[src/rtl/axi_rd.sv]
// AXI-3 read master helper: one INCR burst per enable, beats gathered into a wide
// data register, OK/error status derived from RRESP, beat count and RLAST position.
module axi_rd #(
  parameter int AXI_RD_ID_WIDTH      = 8,
  parameter int AXI_RD_ADDR_WIDTH    = 32,
  parameter int AXI_RD_BUS_WIDTH     = 32,
  parameter int AXI_RD_MAX_BURST_LEN = 1
) (
  input  logic                                           clock,
  input  logic                                           reset_n,
  input  logic                                           enable,
  input  logic [AXI_RD_ID_WIDTH-1:0]                     id,
  input  logic [AXI_RD_ADDR_WIDTH-1:0]                   addr,
  input  logic [3:0]                                     burst_len,
  input  logic [2:0]                                     burst_size,
  output logic [AXI_RD_MAX_BURST_LEN*AXI_RD_BUS_WIDTH-1:0] data,
  output logic [1:0]                                     status,
  output logic [AXI_RD_ID_WIDTH-1:0]                     ar_id,
  output logic [AXI_RD_ADDR_WIDTH-1:0]                   ar_addr,
  output logic [3:0]                                     ar_len,
  output logic [2:0]                                     ar_size,
  output logic [1:0]                                     ar_burst,
  output logic [2:0]                                     ar_prot,
  output logic                                           ar_valid,
  input  logic                                           ar_ready,
  input  logic [AXI_RD_ID_WIDTH-1:0]                     r_id,
  input  logic [AXI_RD_BUS_WIDTH-1:0]                    r_data,
  input  logic [1:0]                                     r_resp,
  input  logic                                           r_last,
  input  logic                                           r_valid,
  output logic                                           r_ready
);

  localparam logic [1:0] IDLE = 2'd0;
  localparam logic [1:0] ADDR = 2'd1;
  localparam logic [1:0] DATA = 2'd2;
  localparam logic [1:0] DONE = 2'd3;

  localparam logic [1:0] ST_READY = 2'd0;
  localparam logic [1:0] ST_WAIT  = 2'd1;
  localparam logic [1:0] ST_OK    = 2'd2;
  localparam logic [1:0] ST_ERR   = 2'd3;

  logic [1:0] state;
  logic [3:0] beat;
  logic       err;
  logic       r_hs;

  assign ar_burst = 2'b01;
  assign ar_prot  = 3'b000;
  assign r_hs     = r_valid && r_ready;

  // r_id is left to the interconnect arbiter; this master trusts ordering.
  logic unused_r_id;
  assign unused_r_id = ^r_id;

  always_ff @(posedge clock or negedge reset_n) begin
    if (!reset_n) begin
      state    <= IDLE;
      status   <= ST_READY;
      ar_valid <= 1'b0;
      r_ready  <= 1'b0;
      ar_id    <= '0;
      ar_addr  <= '0;
      ar_len   <= '0;
      ar_size  <= '0;
      beat     <= '0;
      err      <= 1'b0;
      data     <= '0;
    end else begin
      case (state)
        IDLE: begin
          if (enable) begin
            ar_id    <= id;
            ar_addr  <= addr;
            ar_len   <= burst_len;
            ar_size  <= burst_size;
            beat     <= '0;
            err      <= 1'b0;
            data     <= '0;
            ar_valid <= 1'b1;
            status   <= ST_WAIT;
            state    <= ADDR;
          end
        end
        ADDR: begin
          if (ar_valid && ar_ready) begin
            ar_valid <= 1'b0;
            r_ready  <= 1'b1;
            state    <= DATA;
          end
        end
        DATA: begin
          if (r_hs) begin
            // Beats past the storage depth are consumed but dropped.
            for (int n = 0; n < AXI_RD_MAX_BURST_LEN; n++) begin
              if (beat == 4'(n)) data[n*AXI_RD_BUS_WIDTH +: AXI_RD_BUS_WIDTH] <= r_data;
            end
            beat <= beat + 4'd1;
            // Reaching ar_len without RLAST means the slave overran the burst.
            err  <= err | r_resp[1] | (!r_last && (beat == ar_len));
            if (r_last) begin
              r_ready <= 1'b0;
              state   <= DONE;
              status  <= (err || r_resp[1] || (beat != ar_len)) ? ST_ERR : ST_OK;
            end
          end
        end
        default: begin
          if (!enable) begin
            status <= ST_READY;
            state  <= IDLE;
          end
        end
      endcase
    end
  end

endmodule

[config.mk]
export PLATFORM = sky130hd
export DESIGN_NAME = axi_rd
export DESIGN_NICKNAME = d
export VERILOG_FILES = /design/src/rtl/axi_rd.sv
export SDC_FILE = /design/constraint.sdc
export NUM_CORES = 1
export LEC_CHECK = 0
export CAP_MARGIN = 20
export CORE_ASPECT_RATIO = 0.7
export CORE_UTILIZATION = 35
export CTS_CLUSTER_SIZE = 25
export DETAILED_ROUTE_END_ITERATION = 6
export PLACE_DENSITY = 0.71
export SLEW_MARGIN = 20
export SYNTH_ARGS = -nofsm -noshare
export SYNTH_HDL_FRONTEND = slang
export SYNTH_SLANG_ARGS = --single-unit
export TNS_END_PERCENT = 20
[constraint.sdc]
create_clock -name clock -period 2.3 [get_ports clock]
set_input_delay 0.46 -clock clock [delete_from_list [all_inputs] [get_ports clock]]
set_output_delay 0.46 -clock clock [all_outputs]
set_load 0.01 [all_outputs]
Yosys cells after proc, flatten, opt, wreduce, memory -nomap -nowiden
Index checks and enable logic that the tools add are counted.
Storage, ports and cells
  bits in registers: 90
  input bits: 95
  logic and storage cells: 71
Cells by class
  add/subtract/negate cells: 1
  equal/unequal tests: 11
  multiplexer cells: 27
  bitwise logic cells: 3
  reduce and logical (&&, ||, !) cells: 18
Operators by type and width (number)
  $mux W32: 3
  $pmux W32 S2: 1
  $mux W2: 7
  $pmux W2 S3: 2
  $ne A2 B2 Y1 const B: 5
  $reduce_and A5 Y1: 2
  $mux W1: 8
  $mux W4: 2
  $pmux W4 S2: 1
  $reduce_and A4 Y1: 2
  $pmux W1 S2: 3
  $reduce_and A3 Y1: 2
  $reduce_bool A2 Y1: 3
  $add A4 B1 Y4 const B: 1
  $eq A4 B4 Y1: 1
  $logic_not A4 Y1: 1
  $ne A4 B1 Y1 const B: 1
  $ne A4 B4 Y1: 1
  $logic_and A1 B1 Y1: 3
  $ne A3 B1 Y1 const B: 1
  $eq A2 B1 Y1 const B: 1
  $eq A2 B2 Y1 const B: 1
  $logic_not A2 Y1: 1
  $logic_or A1 B1 Y1: 2
  4 further kinds: 5

Depth between registers and ports, before layout
Gate-level depths: netlist of run 1.
  depth in word-level cells: 6
  gate-level depth with buffers: 9
  gate-level depth less buffers: 6

Worst setup path after synthesis of run 1
No wires, ideal clock.
  kind: register to register
  start point: register state[0]
  end point: register data[0]
  library setup time: 121 ps
  data arrival time: 1612 ps
  setup slack: 568 ps
  stages on the path, launching flop included: 10
  path buffers: 3
  path through: dfrtp_1 > inv_1 > ha_1 > buf_6 > nor2_2 > nor3_2 > and4_1 > buf_6 > buf_8 > a22o_1
On the way
  longest elaborated chain between the ends: 3
  elaborated cells on any way between the ends: 8
Ends and longest elaborated chain
  start, declared: RTL line 44  | logic [1:0] state;
  start signal, assigned: RTL line 59  | state <= IDLE;
  start signal, assigned: RTL line 83  | state <= ADDR;
  start signal, assigned: RTL line 90  | state <= DATA;
  $eq A2 B2 Y1 or $logic_not A2 Y1 (tied branches): RTL line 71  | case (state)
  $ne A2 B2 Y1 (no line) or $reduce_bool A2 Y1 (tied branches)
  $reduce_and A4 Y1 (no line)
  end signal, assigned by index: RTL line 97  | if (beat == 4'(n)) data[n*AXI_RD_BUS_WIDTH +: AXI_RD_BUS_WIDTH] <= r_data;
  end, declared: RTL line 16  | output logic [AXI_RD_MAX_BURST_LEN*AXI_RD_BUS_WIDTH-1:0] data,
Parallel ways exist; a longest one is shown, timed or not.
A chain may end at the register's enable or synchronous reset.

Final worst setup path of run 1
  start point: register state[0]
  end point: register data[24]
The elaborated chain is that of the path after synthesis.

==> metrics.csv, run 1 <==
stage,metric,value,unit
setup_path,cp-end-kind,flip-flop,
detailed_routing,drcViolationCount,0,
floorplan,start_util,0.3688,
floorplan,die_w,124.1,um
global_route,grt_pass1_vias,2632,
detailed_routing,wirelength_met1,3.615,mm
logic_synthesis,synth_xor_area_frac,0.01438,
clocking,root_buffer,clkbuf_16,
timing,fin_skew,0.003603,ns
pwr,ir_worst_vdd,0.3641,mV
floorplan,io_pins,183,
logic_synthesis,ys_warn_count,0,
clocking,clk_latency,0.32,ns
timing,whs,0.08214,ns
detailed_routing,first_pass_iters,4,
floorplan,dieHeight,87.50,um
final_layout,final_nets,519,
setup_path,path_max_fanout,32,
flow_run,maxCapViolCount,0,
clocking,cts_made_buffers,9,
floorplan,core.rowCount,30,
logic_synthesis,yosysMostFrequentCell,dfrtp_1,
detailed_routing,routed_via_density,4.784,
logic_synthesis,synth_ff_type,dfrtp_1,
floorplan,fp.coreArea,9910,um2
place,hpwlAfterDp,6.109,mm
global_route,grt_max_degree,57,
global_route,grt_overflow,0,
logic_synthesis,synth_fa_ha_area_frac,0.01712,
detailed_routing,highest_layer,met4,
clocking,htree_num_levels,3,
timing,finalCritPeriodShare,0.8505,
setup_path,crit_type,flip-flop to flip-flop,
final_layout,area_delta_synth_final,55.60,%
logic_synthesis,syn_area,3655,um2
clocking,cts_max_path_buffers,2,
global_route,grt_pass1_wl,13.10,mm
logic_synthesis,synth_edf_count,0,
clocking,cts_resized,0,
timing,slew_viol_final,0,
clocking,clk_pin_slew_worst_paths,0.06,ns
logic_synthesis,avgSynthCellArea,14.56,um2
final_layout,final_area,5687,um2
run_status,status,finished clean,
timing,fmax,511.2,MHz
detailed_routing,wl_met2,3.897,mm
place,dpl_cell_area,5435,um2
detailed_routing,post_drt_wl_per_cell,15.33,um
logic_synthesis,synth.distinct_cells,33,
pwr,p_leak,2.609,nW
timing,finalHoldViolations,0,
logic_synthesis,synth_top_family_by_area,multiplexers,
floorplan,die_area,10860,um2
timing,setup_tns,0,ns
final_layout,fin_util,0.5739,
global_route,grt_usage,0.1576,
detailed_routing,vias,2631,
setup_path,worstPathArrival,2.16,ns
detailed_routing,ant_nets,0,
setup_path,cp.required,2.51,ns
logic_synthesis,synth.area.mux_share,0.1568,
logic_synthesis,synth-compound-area-share,0.1075,
logic_synthesis,ys_seq_area_frac,0.6162,
logic_synthesis,ys_top_cells_by_count,"dfrtp_1, mux2_2, a22o_1",
final_layout,drive_gt1_frac,0.1754,
final_layout,fillers,802,
logic_synthesis,synthCells,251,
clocking,cts_tree,yes,
detailed_routing,wl_met3,875,um
detailed_routing,wirelength,8.430,mm
timing,setup_viol,0,
timing,grt_setup_unrepaired,no,
logic_synthesis,synthDominantCellAreaShare,0.6162,
clocking,cts.sinks,90,
clocking,cts_hold_buf,0,
logic_synthesis,yosys-top-cells-area,"dfrtp_1, mux2_2, a22o_1",
global_route,antenna_found_initial,0,
final_layout,antenna_cells,0,
logic_synthesis,synth_area_leader_cell,dfrtp_1,
clocking,cts_setup_buffers,0,
place,gp_congestion,0.7652,
detailed_routing,initialDrtViolationCount,125,
place,io_buffers,168,
logic_synthesis,yosys.area_share.simple,0.03903,
worst_hold_path,hp-class,input pin to asynchronous set/reset pin,
setup_path,startpoint_type,flip-flop,
timing,period_minus_slack,1.956,ns
logic_synthesis,synthArstFlopShare,1.000,
pwr,p_per_area,533.1,nW/um2
logic_synthesis,ys_seq_elements,90,
[report_power, final]
group,leakage (nW),switching (mW),internal (mW)
registers,1.25,0,1.58
clock network,0.125,0.543,0.718
logic,1.24,0.0577,0.130
total,2.61,0.601,2.43
[worst paths after layout]
kind                           from     endpoint  slack (ns)  cells after the start
setup / recovery           state[0]     data[24]        0.34                      7
setup reg to reg           state[0]     data[24]        0.34                      7
max in group asynchronous   reset_n  ar_addr[18]        1.54                      2
hold reg to reg            data[11]     data[11]        0.50                      1
min in group clock         data[11]     data[11]        0.50                      1
hold / removal              reset_n     data[27]        0.08                      1
[cell families after synthesis]
kind of cell	after synthesis
AO/OA/AOI/OAI	48
AND/OR/NAND/NOR	26
buffers and inverters	23
other	2
XOR/XNOR	6
adder cells (fa/ha/maj)	5
flip-flops	90
multiplexers	51
[worst max-delay path: stages, from the launching register on]
cell and delay, ns:
dfrtp_1 0.38, inv_1 0.10, ha_1 0.36, nor2_2 0.15, nor3_2 0.26, a31oi_2 0.15
buf_12 0.19, a22o_1 0.24
[layout by cell type (no fill, tap or decap), types with 3 or more instances in the layout]
cell type | Yosys | final
inv_1 | 5 | 5
a21oi_1 | 3 | 3
buf_12 | 0 | 4
nor2_1 | 6 | 6
ha_1 | 5 | 5
clkbuf_16 | 0 | 9
nand3_1 | 4 | 4
a22o_1 | 32 | 32
clkdlybuf4s50_1 | 0 | 167
o21ai_0 | 4 | 4
xnor2_1 | 6 | 6
conb_1 | 2 | 5
dfrtp_1 | 90 | 90
nand2_1 | 6 | 5
mux2_2 | 50 | 50
[flip-flops by register name, summed over array words and instances (netlist names)]
name      flops
r_ready       1
err           1
status        2
state         2
ar_addr      32
ar_id         8
ar_len        4
data         32
beat          4
ar_size       3
ar_valid      1
[metal layers]
metal,vias up,global-route usage
li1,1229,-
met1,1285,0.1909
met2,111,0.2521
met3,6,0.07657
met4,0,0.03680
met5,-,0
[per-stage QoR]
step           worst slack (ns)  instances  total power [mW]
2_1_floorplan            0.5675        254             1.625
6_report                 0.3438        550             3.032
3_5_place_dp             0.1331        536             1.802
4_1_cts                  0.3371        550             3.091
3_3_place_gp             0.1570        536             1.800
5_1_grt                  0.1649        550             3.170
[cell type report]
cell class,count,area (um2),area share
clock inverters,3,18.77,0.003300
clock buffers,11,232.7,0.04092
well taps,128,160.2,0.02816
flip-flops and latches,90,2252,0.3960
multi-input cells,141,1245,0.2189
repair buffers,172,1759,0.3094
inverters,5,18.77,0.003300
(Power assumes the default switching activity.)
==> run 2, diff against run 1 <==
--- a/config.mk
+++ b/config.mk
@@ -10,6 +10,7 @@
 export CORE_UTILIZATION = 35
 export CTS_CLUSTER_SIZE = 25
 export DETAILED_ROUTE_END_ITERATION = 6
+export HOLD_SLACK_MARGIN = 0.03
 export PLACE_DENSITY = 0.71
 export SLEW_MARGIN = 20
 export SYNTH_ARGS = -nofsm -noshare
==> results of run 2 <==
No change in the layout: final DEF, timing and power equal those of run 1.
